===== src/rtl/div_period_monitor.sv =====
// Divided-clock health monitor: syncs div_clk, measures its period, tracks lock.
// Define DIV_MON_STICKY_ERR_EN to hold err high from the first error until reset.
module div_period_monitor #(
  parameter int RATIO  = 100,
  parameter int TOL    = 1,
  parameter int LOCK_N = 4,
  parameter int CNT_W  = 16
) (
  input  logic             clk,
  input  logic             rst,
  input  logic             div_clk,
  output logic             edge_tick,
  output logic [CNT_W-1:0] period,
  output logic             period_valid,
  output logic             locked,
  output logic             err
);

  localparam int MW = $clog2(LOCK_N + 1);

  localparam logic [CNT_W-1:0] LO  = CNT_W'(RATIO - TOL);
  localparam logic [CNT_W-1:0] HI  = CNT_W'(RATIO + TOL);
  localparam logic [CNT_W-1:0] TMO = CNT_W'(2 * RATIO);
  localparam logic [CNT_W-1:0] ONE = CNT_W'(1);

  localparam logic [MW-1:0] LAST = MW'(LOCK_N - 1);
  localparam logic [MW-1:0] MONE = MW'(1);

  typedef enum logic [1:0] {
    IDLE,
    MEAS,
    LOCKED
  } state_t;

  state_t state_q, state_d;

  logic             s1_q, s2_q, s3_q;
  logic [CNT_W-1:0] cnt_q, cnt_d;
  logic [CNT_W-1:0] period_q, period_d;
  logic [MW-1:0]    match_q, match_d;
  logic             tick_q;
  logic             pv_q, pv_d;
  logic             locked_q, locked_d;
  logic             err_q, err_d;
  logic             err_ev;
  logic             rise, ok, tmo;

  assign rise = s2_q & ~s3_q;
  assign ok   = (cnt_q >= LO) && (cnt_q <= HI);
  assign tmo  = (cnt_q >= TMO);

  // Counter saturates so a dead div_clk never wraps into a fake period.
  always_comb begin
    cnt_d = cnt_q + ONE;
    if (rise) begin
      cnt_d = ONE;
    end else if (&cnt_q) begin
      cnt_d = cnt_q;
    end
  end

  always_comb begin
    state_d  = state_q;
    match_d  = match_q;
    period_d = period_q;
    pv_d     = 1'b0;
    err_ev   = 1'b0;
    unique case (state_q)
      IDLE: begin
        if (rise) begin
          state_d = MEAS;
          match_d = '0;
        end
      end
      MEAS: begin
        if (rise) begin
          period_d = cnt_q;
          pv_d     = 1'b1;
          if (ok) begin
            match_d = match_q + MONE;
            if (match_q == LAST) begin
              state_d = LOCKED;
            end
          end else begin
            match_d = '0;
            err_ev  = 1'b1;
          end
        end else if (tmo) begin
          state_d = IDLE;
          match_d = '0;
          err_ev  = 1'b1;
        end
      end
      LOCKED: begin
        if (rise) begin
          period_d = cnt_q;
          pv_d     = 1'b1;
          if (!ok) begin
            state_d = MEAS;
            match_d = '0;
            err_ev  = 1'b1;
          end
        end else if (tmo) begin
          state_d = IDLE;
          match_d = '0;
          err_ev  = 1'b1;
        end
      end
      default: begin
        state_d = IDLE;
        match_d = '0;
      end
    endcase
  end

  assign locked_d = (state_d == LOCKED);

`ifdef DIV_MON_STICKY_ERR_EN
  assign err_d = err_q | err_ev;
`else
  assign err_d = err_ev;
`endif

  always_ff @(posedge clk) begin
    if (!rst) begin
      s1_q     <= 1'b0;
      s2_q     <= 1'b0;
      s3_q     <= 1'b0;
      cnt_q    <= '0;
      period_q <= '0;
      match_q  <= '0;
      state_q  <= IDLE;
      tick_q   <= 1'b0;
      pv_q     <= 1'b0;
      locked_q <= 1'b0;
      err_q    <= 1'b0;
    end else begin
      s1_q     <= div_clk;
      s2_q     <= s1_q;
      s3_q     <= s2_q;
      cnt_q    <= cnt_d;
      period_q <= period_d;
      match_q  <= match_d;
      state_q  <= state_d;
      tick_q   <= rise;
      pv_q     <= pv_d;
      locked_q <= locked_d;
      err_q    <= err_d;
    end
  end

  assign edge_tick    = tick_q;
  assign period       = period_q;
  assign period_valid = pv_q;
  assign locked       = locked_q;
  assign err          = err_q;

endmodule


===== config.mk =====
export PLATFORM = sky130hd
export DESIGN_NAME = div_period_monitor
export DESIGN_NICKNAME = d
export VERILOG_FILES = /design/src/rtl/div_period_monitor.sv
export SDC_FILE = /design/constraint.sdc
export NUM_CORES = 1
export LEC_CHECK = 0
export CAP_MARGIN = 5
export CORE_MARGIN = 2
export CORE_UTILIZATION = 40
export CTS_CLUSTER_DIAMETER = 40
export DETAILED_ROUTE_END_ITERATION = 10
export SLEW_MARGIN = 20
export SYNTH_ARGS = -nofsm -noshare
export SYNTH_HDL_FRONTEND = slang
export SYNTH_SLANG_ARGS = --single-unit
export TNS_END_PERCENT = 10

===== constraint.sdc =====
create_clock -name clk -period 5.28 [get_ports clk]
set_input_delay 0.792 -clock clk [delete_from_list [all_inputs] [get_ports clk]]
set_output_delay 0.792 -clock clk [all_outputs]
set_load 0.02 [all_outputs]

==> run_results.csv <==
group,metric,value,unit
pwr,p_per_area,236,mW/mm^2
setup_path,worstPathCellList,"ha_1, nand3_1, nor4_4, nand2_1, xnor2_1, o22ai_1",
pwr,clkPwrFrac,34.9,%
setup_path,cp_num_cells,6,
floorplanning,row_count,26,
pwr,switching_share,24.1,%
setup_path,crit_fanout,16,
floorplanning,num_io_pins,23,
grt,grt_use_total,16.5,%
timing,final.setup.worst_slack,2.98,ns
logic_synthesis,synth_seq_cells,44,
grt,grt_pass1_vias,1641,
timing,slew_viol_final,0,
logic_synthesis,synth_enable_flop_cells,0,
setup_path,ff2ff_setup_slack,2.98,ns
setup_path,slowest_stage,"nor4_4",
logic_synthesis,synth-main-ff-cell,"dfxtp_1",
clocking,path_clk_slew,0.08,ns
drt,vias,1749,
clocking,hold_buffers,0,
timing,finalHoldViolCount,0,
drt,wl_per_cell,13.3,um
pwr,power.leakage,0.832,nW
grt,antenna_found_initial,0,
clocking,cts_buffer_depth,2,
cells_and_area,final_common_cell,"dfxtp_1",
logic_synthesis,synth_top_cell_area_share,41.7,%
pwr,p_int,0.439,mW
cells_and_area,fill_cells,531,
logic_synthesis,synth_top_area_cell,"dfxtp_1",
grt,grt_max_degree,23,
drt,ant_nets,0,
logic_synthesis,ys_top_cells_by_area,"dfxtp_1 42%, nand2_1 7.6%, a21oi_1 7.4%",
timing,maxSlewHeadroom,47.8,%
timing,setup_tns,0,ns
floorplanning,fp.dieH,76.6,um
timing,fmax,0.435,GHz
drt,dr.pass1.iters,4,
run,drv_cap,0,
cells_and_area,layoutNonFillerInstCount,335,
place,place_congestion,0.816,
setup_path,crit_end,"cnt_q[0]",
drt,routed_via_density,5.22,
grt,overflow,0,
floorplanning,coreArea,0.00511,mm^2
place,io_buffers,22,
timing,tightest_slew,0.778,ns
hold_path,hold_class,"register to register",
timing,fin_crit_sh,43.5,%
pwr,seqPwrFrac,58.9,%
logic_synthesis,synthCells,246,
logic_synthesis,ys_async_sr_fraction,0,%
setup_path,cp.arrival,2.45,ns
setup_path,endpoint_kind,"register",
clocking,clkSinkCount,44,
timing,skew,0.00364,ns
timing,fin_crit,2.30,ns
timing,rsz0062_at_grt,"false",
place,dp_slack,2.86,ns
logic_synthesis,ys_seq_area_share,41.7,%
clocking,worstSkewPairLatency,0.30,ns
clocking,clockRootBuffer,"clkbuf_8",
logic_synthesis,syn_nets,259,
logic_synthesis,yosysWarnings,0,
timing,whs,0.436,ns
setup_path,worstReg2RegStart,"cnt_q[0]",
logic_synthesis,avgSynthCellArea,8.58,um^2
run_status,status,"finished, final reports clean",
pwr,p_comb_share,6.2,%
pwr,switchingPower,0.139,mW
cells_and_area,drive_gt1_share,6.42,%
logic_synthesis,synth.distinct_cells,44,
place,dp.cells,328,
clocking,htree_levels,2,
setup_path,start_kind,"register",
clocking,cts_tree,"done",
setup_path,rr_worst_depth,6,
setup_path,cp.required,5.43,ns
grt,grt_pass1_wl,7.90,mm
setup_path,critPathBufInv,0,
cells_and_area,antennaDiodeCount,0,
floorplanning,die_w,76.6,um
drt,drt_iter0_drc,70,
clocking,cts_setup_buffers,0,
setup_path,cpPeakStageDelay,0.70,ns
cells_and_area,syn_to_final_growth,16.1,%
setup_path,path_class,"register to register",
drt,wl,4.46,mm
logic_synthesis,synthesis.area,0.00211,mm^2
pwr,ir_drop,0.153,mV
cells_and_area,final_cell_mix,"44 x dfxtp_1, 43 x nand2_1, 31 x a21oi_1",
drt,post-route-drc-count,0,
clocking,cts_resized,0,
cells_and_area,nNetsFinal,278,
setup_path,crit_path_start,"cnt_q[0]",
cells_and_area,fin_util,48.0,%
floorplanning,start_util,41.3,%
floorplanning,dieArea,0.00587,mm^2
place,hpwl,3.12,mm
setup_path,cp_top_family,"simple AND/OR/NAND/NOR gates",
clocking,cts_buffers,5,
timing,finalSetupViolCount,0,
setup_path,r2r-end,"cnt_q[0]",
through the flow:
stage	total power, mW	instance area, um^2
after floorplan	0.374	2110
after global placement	0.384	2370
after detailed placement	0.385	2370
after CTS	0.587	2450
after global routing	0.606	2450
final	0.578	2450
worst register-to-register path, stage by stage (launching register included):
cell,delay (ns)
dfxtp_1,0.46
ha_1,0.23
nand3_1,0.16
nor4_4,0.70
nand2_1,0.29
xnor2_1,0.22
o22ai_1,0.09
cell usage after synthesis (5+ instances only):
cell type and instances:
nand2_1 43, nor3_1 5, a31oi_1 5, ha_1 10, clkbuf_1 6, dfxtp_1 44, xnor2_1 10, nand3_1 11
nor2_1 17, inv_1 11, a21oi_1 31
kinds of logic after synthesis:
logic type | after synthesis | synth area share, %
XOR/XNOR | 11 | 4.56
flip-flops | 44 | 41.7
adder cells (fa/ha/maj) | 10 | 5.93
AO/OA/AOI/OAI | 59 | 17.9
AND/OR/NAND/NOR | 101 | 25.6
buffers and inverters | 21 | 4.27
state kept, by name (all words and copies together), names as in the netlist:
name / cells
match_q: 3
period_valid: 1
s3_q: 1
edge_tick: 1
period: 16
state_q: 2
cnt_q: 16
err: 1
s1_q: 1
locked: 1
s2_q: 1
final cells by class:
class	instances	area (um^2)	area share [%]
Multi-Input combinational cell	181	1140	46.6
Clock buffer	6	72.6	2.96
Timing Repair Buffer	22	220	8.99
Sequential cell	44	881	36.0
Tap cell	70	87.6	3.58
Inverter	11	41.3	1.69
Clock inverter	1	5.00	0.204
per-layer routing:
| layer | track usage, % | wire, um |
|---|---|---|
| met5 | 0 | 0 |
| met4 | 6.00 | 63 |
| met3 | 3.67 | 160 |
| met2 | 25.9 | 1960 |
| met1 | 22.1 | 2280 |
how the worst min path moves through the flow:
| stage | from | to | cells after the start |
|---|---|---|---|
| after floorplan | s1_q | s2_q | 1 |
| after global routing | s1_q | s2_q | 1 |
| after CTS | s1_q | s2_q | 1 |
| after detailed placement | s1_q | s2_q | 1 |
| final | s1_q | s2_q | 1 |
| after global placement | s1_q | s2_q | 1 |
power by group through the flow:
stage	combinational (mW)	sequential, mW	clock (mW)
floorplan	0.0261	0.348	0
global route	0.0413	0.342	0.223
detailed placement	0.0361	0.349	0
CTS	0.0363	0.341	0.210
finish	0.0360	0.341	0.202
global placement	0.0360	0.348	0
Note: power is estimated with default switching activity, not from simulation.
